File: src/rtl/addr_segregator_q_if.sv
// Processor-side request bus and controller-side field bus of the address segregator queue.
// The master side issues requests and consumes split fields; the slave side is the queue.
interface addr_segregator_q_if #(
    parameter int ADDR_WID   = 32,
    parameter int OFFSET_WID = 2,
    parameter int INDEX_WID  = 18
);
    localparam int TAG_WID = ADDR_WID - INDEX_WID - OFFSET_WID;

    logic                  in_valid;
    logic                  in_ready;
    logic                  cmd_rd;
    logic                  cmd_wr;
    logic [ADDR_WID-1:0]   address;
    logic                  out_valid;
    logic                  out_ready;
    logic                  out_rd;
    logic                  out_wr;
    logic [TAG_WID-1:0]    tag_proc;
    logic [INDEX_WID-1:0]  index_proc;
    logic [OFFSET_WID-1:0] blk_offset_proc;

    modport master (
        output in_valid, cmd_rd, cmd_wr, address, out_ready,
        input  in_ready, out_valid, out_rd, out_wr, tag_proc, index_proc, blk_offset_proc
    );

    modport slave (
        input  in_valid, cmd_rd, cmd_wr, address, out_ready,
        output in_ready, out_valid, out_rd, out_wr, tag_proc, index_proc, blk_offset_proc
    );
endinterface

File: src/rtl/addr_segregator_q.sv
// Queued address splitter: buffers read/write requests in a DEPTH-entry FIFO and
// presents tag/index/offset of the head entry to the cache controller.
module addr_segregator_q #(
    parameter int ADDR_WID   = 32,
    parameter int OFFSET_WID = 2,
    parameter int INDEX_WID  = 18,
    parameter int DEPTH      = 4,
    localparam int TAG_WID   = ADDR_WID - INDEX_WID - OFFSET_WID,
    localparam int CNT_WID   = $clog2(DEPTH + 1)
) (
    input  logic               clk,
    input  logic               rst_n,
    addr_segregator_q_if.slave bus,
    input  logic               flush,
    output logic [CNT_WID-1:0] count,
    output logic               err_cmd
);
    localparam int PTR_WID = $clog2(DEPTH);
    localparam logic [CNT_WID-1:0] FULL_CNT = CNT_WID'(DEPTH);
    localparam logic [PTR_WID-1:0] LAST_PTR = PTR_WID'(DEPTH - 1);

    typedef struct packed {
        logic                  rd;
        logic                  wr;
        logic [TAG_WID-1:0]    tag;
        logic [INDEX_WID-1:0]  index;
        logic [OFFSET_WID-1:0] offset;
    } entry_t;

    entry_t             mem [DEPTH];
    entry_t             in_entry;
    entry_t             head;
    logic [PTR_WID-1:0] wr_ptr;
    logic [PTR_WID-1:0] rd_ptr;
    logic               accept;
    logic               push;
    logic               pop;
    logic               bad_cmd;

    assign bus.in_ready  = (count != FULL_CNT) && !flush;
    assign bus.out_valid = (count != '0);

    // A handshake with no command, or with both, completes without occupying a slot.
    assign accept  = bus.in_valid && bus.in_ready;
    assign bad_cmd = bus.cmd_rd && bus.cmd_wr;
    assign push    = accept && (bus.cmd_rd ^ bus.cmd_wr);
    assign pop     = bus.out_valid && bus.out_ready && !flush;

    always_comb begin
        in_entry        = '0;
        in_entry.rd     = bus.cmd_rd;
        in_entry.wr     = bus.cmd_wr;
        in_entry.tag    = bus.address[ADDR_WID-1 -: TAG_WID];
        in_entry.index  = bus.address[OFFSET_WID +: INDEX_WID];
        in_entry.offset = bus.address[OFFSET_WID-1:0];
    end

    // Idle-zero outputs: nothing stale leaks out while the queue is empty.
    assign head                = bus.out_valid ? mem[rd_ptr] : '0;
    assign bus.out_rd          = head.rd;
    assign bus.out_wr          = head.wr;
    assign bus.tag_proc        = head.tag;
    assign bus.index_proc      = head.index;
    assign bus.blk_offset_proc = head.offset;

    always_ff @(posedge clk or negedge rst_n) begin
        if (!rst_n) begin
            wr_ptr  <= '0;
            rd_ptr  <= '0;
            count   <= '0;
            err_cmd <= 1'b0;
            for (int i = 0; i < DEPTH; i++) mem[i] <= '0;
        end else if (flush) begin
            wr_ptr  <= '0;
            rd_ptr  <= '0;
            count   <= '0;
            err_cmd <= 1'b0;
        end else begin
            err_cmd <= accept && bad_cmd;
            if (push) begin
                mem[wr_ptr] <= in_entry;
                wr_ptr      <= (wr_ptr == LAST_PTR) ? '0 : wr_ptr + 1'b1;
            end
            if (pop) rd_ptr <= (rd_ptr == LAST_PTR) ? '0 : rd_ptr + 1'b1;
            if (push && !pop)      count <= count + 1'b1;
            else if (pop && !push) count <= count - 1'b1;
        end
    end

    a_no_push_full: assert property (@(posedge clk) disable iff (!rst_n) !(push && count == FULL_CNT));
    a_no_pop_empty: assert property (@(posedge clk) disable iff (!rst_n) !(pop && count == '0));
    a_count_range:  assert property (@(posedge clk) disable iff (!rst_n) count <= FULL_CNT);
endmodule

File: src/flat_wrapper.sv
// flat-port wrapper written by rule: the top's interface ports become plain ports
module addr_segregator_q_flat 
#(
    parameter int ADDR_WID   = 32,
    parameter int OFFSET_WID = 2,
    parameter int INDEX_WID  = 18,
    parameter int DEPTH      = 4,
    localparam int TAG_WID   = ADDR_WID - INDEX_WID - OFFSET_WID,
    localparam int CNT_WID   = $clog2(DEPTH + 1)
)
  (clk, rst_n, flush, count, err_cmd, bus_in_valid, bus_cmd_rd, bus_cmd_wr, bus_address, bus_out_ready, bus_in_ready, bus_out_valid, bus_out_rd, bus_out_wr, bus_tag_proc, bus_index_proc, bus_blk_offset_proc);
  addr_segregator_q_if #(.ADDR_WID(ADDR_WID), .OFFSET_WID(OFFSET_WID), .INDEX_WID(INDEX_WID)) bus_i ();
  input  logic clk;
  input  logic rst_n;
  input  logic flush;
  output logic [CNT_WID-1:0] count;
  output logic err_cmd;
  input wire logic [$bits(bus_i.in_valid)-1:0] bus_in_valid;
  input wire logic [$bits(bus_i.cmd_rd)-1:0] bus_cmd_rd;
  input wire logic [$bits(bus_i.cmd_wr)-1:0] bus_cmd_wr;
  input wire logic [$bits(bus_i.address)-1:0] bus_address;
  input wire logic [$bits(bus_i.out_ready)-1:0] bus_out_ready;
  output wire logic [$bits(bus_i.in_ready)-1:0] bus_in_ready;
  output wire logic [$bits(bus_i.out_valid)-1:0] bus_out_valid;
  output wire logic [$bits(bus_i.out_rd)-1:0] bus_out_rd;
  output wire logic [$bits(bus_i.out_wr)-1:0] bus_out_wr;
  output wire logic [$bits(bus_i.tag_proc)-1:0] bus_tag_proc;
  output wire logic [$bits(bus_i.index_proc)-1:0] bus_index_proc;
  output wire logic [$bits(bus_i.blk_offset_proc)-1:0] bus_blk_offset_proc;
  assign bus_i.in_valid = bus_in_valid;
  assign bus_i.cmd_rd = bus_cmd_rd;
  assign bus_i.cmd_wr = bus_cmd_wr;
  assign bus_i.address = bus_address;
  assign bus_i.out_ready = bus_out_ready;
  assign bus_in_ready = bus_i.in_ready;
  assign bus_out_valid = bus_i.out_valid;
  assign bus_out_rd = bus_i.out_rd;
  assign bus_out_wr = bus_i.out_wr;
  assign bus_tag_proc = bus_i.tag_proc;
  assign bus_index_proc = bus_i.index_proc;
  assign bus_blk_offset_proc = bus_i.blk_offset_proc;
  addr_segregator_q #(.ADDR_WID(ADDR_WID), .OFFSET_WID(OFFSET_WID), .INDEX_WID(INDEX_WID), .DEPTH(DEPTH)) u_core (.clk(clk), .rst_n(rst_n), .bus(bus_i), .flush(flush), .count(count), .err_cmd(err_cmd));
endmodule
File: config.mk
export PLATFORM = sky130hd
export DESIGN_NAME = addr_segregator_q_flat
export DESIGN_NICKNAME = d
export VERILOG_FILES = /design/src/rtl/addr_segregator_q_if.sv /design/src/rtl/addr_segregator_q.sv /design/src/flat_wrapper.sv
export SDC_FILE = /design/constraint.sdc
export NUM_CORES = 1
export LEC_CHECK = 0
export CORE_UTILIZATION = 28
export CTS_CLUSTER_DIAMETER = 40
export CTS_CLUSTER_SIZE = 12
export DETAILED_ROUTE_END_ITERATION = 6
export SLEW_MARGIN = 20
export SYNTH_ARGS = -nofsm -noshare
export SYNTH_HDL_FRONTEND = slang
export SYNTH_SLANG_ARGS = --single-unit
File: constraint.sdc
create_clock -name clk -period 3.1 [get_ports clk]
set_clock_uncertainty 0.2 [all_clocks]
set_input_delay 0.775 -clock clk [delete_from_list [all_inputs] [get_ports clk]]
set_output_delay 0.775 -clock clk [all_outputs]
set_load 0.005 [all_outputs]
==> metrics.csv, run 1 <==
metric;value;unit
status;complete, but fails checks;
failing checks;setup timing;
period utilization;1.01;
FF+latch count, synth;144;
CTS Hold Bufs;0;
Routed WL;15300;µm
Seq/Total Area, Yosys;0.543;
IO Port Bufs;78;
Routed WL per cell;18.2;µm
pwr/cell area;835;nW/µm²
final hold vios;0;
number of routed nets with antenna violations;0;
CTS Buffer Depth;2;
critical path cell sequence;buf_12 -> mux4_2 -> and2_1 -> clkdlybuf4s50_1;
Die ar.;24300;µm²
HPWL after DPL;10100;µm
Die W;156;µm
Crit Path Max Fanout;7;
CTS root buffer;clkbuf_16;
area grow syn2layout;30.7;%
RSZ-0062 raised after global routing;true;
cell area after synthesis;6630;µm²
Synth area leader;dfrtp_1;
setup violators final;1;
CTS buffer count;17;
Worst setup SP type;register;
CP max stage cell;mux4_2;
top-count cell post-synth;dfrtp_1;
Max Cap Viol;0;
GRT Overall Usage;0.136;
clock sink total;144;
min-delay worst type;primary input to async pin;
htree depth;4;
async set-reset flop share out of synthesis;1.00;
critical path class;register to output port;
worst reg2reg path startpoint;u_core.count[1]$_DFFE_PN0P_;
detailed-route via count;3883;
clock tree from TritonCTS;yes;
LEAKAGE;4.15;nW
Placed Cells incl. Taps;809;
Post-synth EDFFs;0;
clk_lat worst skew;0.42;ns
top cells by area, synth;dfrtp_1 (54%), mux2_2 (23%), mux4_2 (12%), and2_1 (3.3%), buf_6 (2.0%);
RD Place Congestion;0.710;
core footprint;22900;µm²
share of layout cells above drive strength 1;0.459;
reg-to-reg slack, setup;0.72;ns
min Tclk post-route;3.14;ns
Die Ht;156;µm
CP required;2.12;ns
Clock transition at path regs;0.06;ns
final hold slack;0.110;ns
commonest register cell after synthesis;dfrtp_1;
Critical Path AT;2.17;ns
Nets;561;
Top Ports;79;
max-slew violations;0;
Synth top area share;0.543;
Synthesized Nets;463;
slew margin rel.;0.643;
Remaining DRCs;0;
initial antenna violation count;0;
number of global-route vias before repair;4442;
slowest stage delay, CP;0.50;ns
Post-Syn Area per Cell;15.9;µm²
Initial DRT Pass Iterations;4;
Synth top cells by count;dfrtp_1 (144), mux2_2 (138), and2_1 (35), mux4_2 (34), buf_6 (12);
Netlist cell types;28;
VDD IR-drop max;0.375;mV
largest net degree at the start of global routing;69;
Iter 0 DRT Violations;127;
DR vias/cell;4.61;
Mapped Cells;418;
Antenna Cells;0;
Layout Cells excl Fill;842;
first-pass GRT wire length;24500;µm
Overflow after GRT;0;
fin util;0.378;
Max Fclk;318;MHz
Slew @ Worst Pin;0.535;ns
Final WS setup;-0.0425;ns
Ys Warns;0;
total negative slack;-0.0425;ns
FF-to-FF path depth;8;
Initial Utilization;0.289;
crit end category;output port;
FF-to-FF End;u_core.count[2]$_DFFE_PN0P_;
FP Rows;55;
state kept, by name, indices dropped and copies added (netlist names):
signal / flops
u_core.mem: 136
u_core.count: 3
u_core.rd_ptr: 2
u_core.wr_ptr: 2
u_core.err_cmd: 1
layout by cell type (no fill, tap or decap), types with 3 or more instances in the layout:
cell type        instances
clkbuf_16               17
xor2_1                   3
nand2_2                  4
clkdlybuf4s50_1         44
clkinvlp_4               4
dfrtp_2                  3
dlymetal6s2s_1          16
dfrtp_1                141
and2_1                  31
mux4_2                  34
inv_1                    4
ha_1                     5
mux2_2                 138
buf_12                  13
bufinv_16                5
dlygate4sd2_1           16
buf_4                   12
and2_4                   4
nor2_1                  10
worst max path at each step:
stage | startpoint | cells after the start | slack (ns) | end
after CTS | u_core.rd_ptr[0]$_DFFE_PN0P_ | 4 | -0.1 | bus_out_rd
after global routing | u_core.rd_ptr[0]$_DFFE_PN0P_ | 4 | -0.11 | bus_blk_offset_proc[0]
after detailed placement | bus_cmd_wr | 9 | -0.20 | u_core.count[2]$_DFFE_PN0P_
final | u_core.rd_ptr[0]$_DFFE_PN0P_ | 4 | -0.04 | bus_blk_offset_proc[0]
after global placement | bus_cmd_wr | 9 | -0.15 | u_core.count[2]$_DFFE_PN0P_
after floorplan | bus_cmd_wr | 8 | 0.35 | u_core.count[2]$_DFFE_PN0P_
metal layers:
metal / GRT usage / vias to the layer above / part of all wire
li1: - / 1728 / -
met1: 0.163 / 2068 / 0.42
met2: 0.236 / 71 / 0.52
met3: 0.0422 / 16 / 0.044
met4: 0.0359 / 0 / 0.011
met5: 0 / - / 0
power by group:
group	internal (W)	switching (W)	total [W]	leakage (nW)
Combinational	0.00152	0.000908	0.00242	1.95
Sequential	0.00233	0.000236	0.00256	1.90
Clock	0.00145	0.000799	0.00225	0.306
layout make-up:
cell class / instances / area (µm²)
sequential: 144 / 3610
clock inverter: 13 / 208
inverter: 4 / 15.0
timing repair buffer: 104 / 1160
tap: 313 / 392
multi-input combinational: 245 / 2840
fill: 2134 / 14200
clock buffer: 19 / 443
what timing repair did:
action                                  4_1_cts  5_1_grt
resized for setup                            24       23
endpoints found under the setup margin       34       17
endpoints found under the hold margin         0        0
pin swaps                                     0        2
buffers inserted                              0        1
stage by stage:
step | power, W | setup slack, ns | area [µm²]
floorplan | 0.00389 | 0.353 | 6630
global placement | 0.00504 | -0.148 | 7950
detailed placement | 0.00514 | -0.197 | 7950
CTS | 0.00736 | -0.0999 | 8600
global route | 0.00767 | -0.111 | 8670
finish | 0.00724 | -0.0425 | 8670
critical path: cells and delay by family (launching register included):
kind / cells / cell delay (ns)
flops: 1 / 0.44
mux: 1 / 0.50
simple gates: 1 / 0.19
buf+inv: 2 / 0.62
logic make-up after synthesis:
kind of cell / after synthesis / share of synthesized area
AOI/OAI and AO/OA: 5 / 0.00698
xor gates and xnor gates: 4 / 0.00528
muxes: 173 / 0.351
buffers and inverters: 29 / 0.0309
DFF: 144 / 0.543
adders and majority gates: 6 / 0.0124
and+or+nand+nor: 57 / 0.0500
No activity file was read; power rests on OpenSTA's default activity.
==> inputs of run 2 (changes only) <==
--- a/config.mk
+++ b/config.mk
@@ -9,6 +9,7 @@
 export CTS_CLUSTER_DIAMETER = 40
 export CTS_CLUSTER_SIZE = 12
 export DETAILED_ROUTE_END_ITERATION = 6
+export GPL_TIMING_DRIVEN = 0
 export SLEW_MARGIN = 20
 export SYNTH_ARGS = -nofsm -noshare
 export SYNTH_HDL_FRONTEND = slang
==> constraint.sdc (replaced) <==
create_clock -name clk -period 3.2 [get_ports clk]
set_clock_uncertainty 0.2 [all_clocks]
set_input_delay 0.8 -clock clk [delete_from_list [all_inputs] [get_ports clk]]
set_output_delay 0.8 -clock clk [all_outputs]
set_load 0.005 [all_outputs]
==> metrics.csv, run 2 (synthesis gave the netlist of run 1 again) <==
metric;value;unit;change
CTS Buffer Depth;2;;unchanged
largest net degree at the start of global routing;82;;was 69
Placed Cells incl. Taps;810;;was 809
clk_lat worst skew;0.41;ns;was 0.42 ns
GRT Overall Usage;0.136;;about the same
Die ar.;24300;µm²;unchanged
Remaining DRCs;0;;unchanged
setup violators final;0;;was 1
critical path class;primary input to output port;;was register to output port
HPWL after DPL;10300;µm;was 10100 µm
final hold slack;0.159;ns;was 0.110 ns
Iter 0 DRT Violations;98;;was 127
Initial DRT Pass Iterations;4;;unchanged
critical path cell sequence;clkdlybuf4s50_1 -> buf_2 -> a21oi_2 -> clkdlybuf4s50_1;;was buf_12 -> mux4_2 -> and2_1 -> clkdlybuf4s50_1
Slew @ Worst Pin;0.632;ns;was 0.535 ns
max reg flops;136;;unchanged
Critical Path AT;2.13;ns;was 2.17 ns
CP required;2.20;ns;was 2.12 ns
CTS root buffer;clkbuf_16;;unchanged
total negative slack;0;ns;was -0.0425 ns
Max Fclk;319;MHz;
storage element area;3610;µm²;about the same
Power Total;0.00672;W;was 0.00724 W
most frequent CP cell;clkdlybuf4s50_1;;
Layout Cells excl Fill;851;;was 842
LEAKAGE;3.99;nW;was 4.15 nW
commonest non-fill, non-tap cell in the layout;dfrtp_1;;unchanged
htree depth;4;;unchanged
Worst setup SP type;primary input;;was register
period utilization;0.979;;
CTS Hold Bufs;0;;unchanged
CP Launch Point;flush;;was u_core.rd_ptr[0]$_DFFE_PN0P_
slowest stage delay, CP;0.53;ns;was 0.50 ns
number of routed nets with antenna violations;0;;unchanged
Max Cap Viol;0;;unchanged
worst reg2reg path startpoint;u_core.count[1]$_DFFE_PN0P_;;unchanged
RD Place Congestion;0.695;;was 0.710
first-pass GRT wire length;24600;µm;was 24500 µm
VDD IR-drop max;0.286;mV;was 0.375 mV
area of the multi-input gates;2840;µm²;about the same
fillers;2164;;was 2134
Crit Path Max Fanout;10;;was 7
Overflow after GRT;0;;unchanged
min Tclk post-route;3.13;ns;
pwr/cell area;783;nW/µm²;was 835 nW/µm²
Routed WL;15000;µm;was 15300 µm
IO Port Bufs;78;;unchanged
initial antenna violation count;0;;unchanged
detailed-route via count;3877;;was 3883
clock tree from TritonCTS;yes;;unchanged
share of layout cells above drive strength 1;0.463;;was 0.459
crit end category;output port;;unchanged
status;complete, no violations;;was complete, but fails checks
final hold vios;0;;unchanged
Nets;573;;was 561
number of global-route vias before repair;4449;;was 4442
max-slew violations;0;;unchanged
min-delay worst type;primary input to async pin;;unchanged
Routed WL per cell;17.7;µm;was 18.2 µm
Top Ports;79;;unchanged
CTS buffer count;17;;unchanged
Die W;156;µm;unchanged
FP Rows;55;;unchanged
Antenna Cells;0;;unchanged
area grow syn2layout;29.3;%;was 30.7%
Clock transition at path regs;0.05;ns;was 0.06 ns
slew margin rel.;0.579;;was 0.643
Die Ht;156;µm;unchanged
DR vias/cell;4.56;;was 4.61
core footprint;22900;µm²;unchanged
most frequent cells in the layout;dfrtp_1 (142), mux2_2 (138), clkdlybuf4s50_1 (43);;was dfrtp_1 (141), mux2_2 (138), clkdlybuf4s50_1 (44)
CP max stage cell;clkdlybuf4s50_1;;was mux4_2
clock sink total;144;;unchanged
fin area;8580;µm²;was 8670 µm²
Placed Area;7840;µm²;was 7950 µm²
Biggest register;u_core.mem;;unchanged
largest registers;u_core.mem (136), u_core.count (3);;unchanged
Initial Utilization;0.289;;unchanged
==> run 2: cell types whose count changed in the layout (fill, tap and decap cells not counted), moves of 2 or more <==
cell / before / now
buf_12: 13 / 5
and2_1: 31 / 34
clkinvlp_4: 4 / 1
inv_6: 2 / 0
bufinv_16: 5 / 1
buf_6: 2 / 13
clkbuf_8: 1 / 7
and2_4: 4 / 1
clkinv_2: 2 / 4
buf_4: 12 / 15
dlymetal6s2s_1: 16 / 2
dlygate4sd2_1: 16 / 32
==> run 2: worst paths after layout <==
path / to / slack (ns) / depth (start not counted)
hold / removal: u_core.mem[107]$_DFFE_PN0P_ / 0.16 / 1
max in group asynchronous: u_core.mem[96]$_DFFE_PN0P_ / 1.89 / 2
setup / recovery: bus_in_ready / 0.07 / 4
min in group clk: u_core.mem[89]$_DFFE_PN0P_ / 0.30 / 1
setup reg to reg: u_core.count[2]$_DFFE_PN0P_ / 0.61 / 8
hold reg to reg: u_core.mem[89]$_DFFE_PN0P_ / 0.30 / 1
==> run 2: critical path, delay by kind of cell <==
family | cells | cell delay [ns]
buffers and inverters | 3 | 1.17
AOI/OAI and AO/OA | 1 | 0.16
==> run 2: cell type report <==
cell class	count	share of cell area
buffer	24	0.0337
clock buffer	23	0.0580
clock inverter	6	0.00671
inverter	4	0.00175
multi-input combinational	245	0.330
sequential	144	0.420
tap	313	0.0456
timing repair buffer	92	0.104
==> run 2: where the power goes <==
part / switching (W) / internal (W) / total [W]
registers: 0.000212 / 0.00225 / 0.00247
clock network: 0.000694 / 0.00115 / 0.00185
logic: 0.000921 / 0.00149 / 0.00241
total: 0.00183 / 0.00490 / 0.00672
==> run 2: layer usage <==
layer	GRT usage	routed length, µm	up-vias	part of all wire
li1	-	-	1741	-
met1	0.163	6280	2052	0.42
met2	0.235	7950	67	0.53
met3	0.0300	525	17	0.035
met4	0.0532	279	0	0.019
met5	0	0	-	0
==> run 2: stage by stage <==
step / utilization / setup WS, ns
2_1_floorplan: - / 0.428
3_3_place_gp: 0.341 / -4.29
3_5_place_dp: 0.342 / -0.459
4_1_cts: 0.371 / 0.00278
5_1_grt: 0.374 / -0.0552
6_report: 0.374 / 0.0669
==> run 2: what timing repair did <==
action                     4_1_cts  5_1_grt
setup buffers                    7        6
gates resized for setup         68        8
setup endpoints to repair       37        4
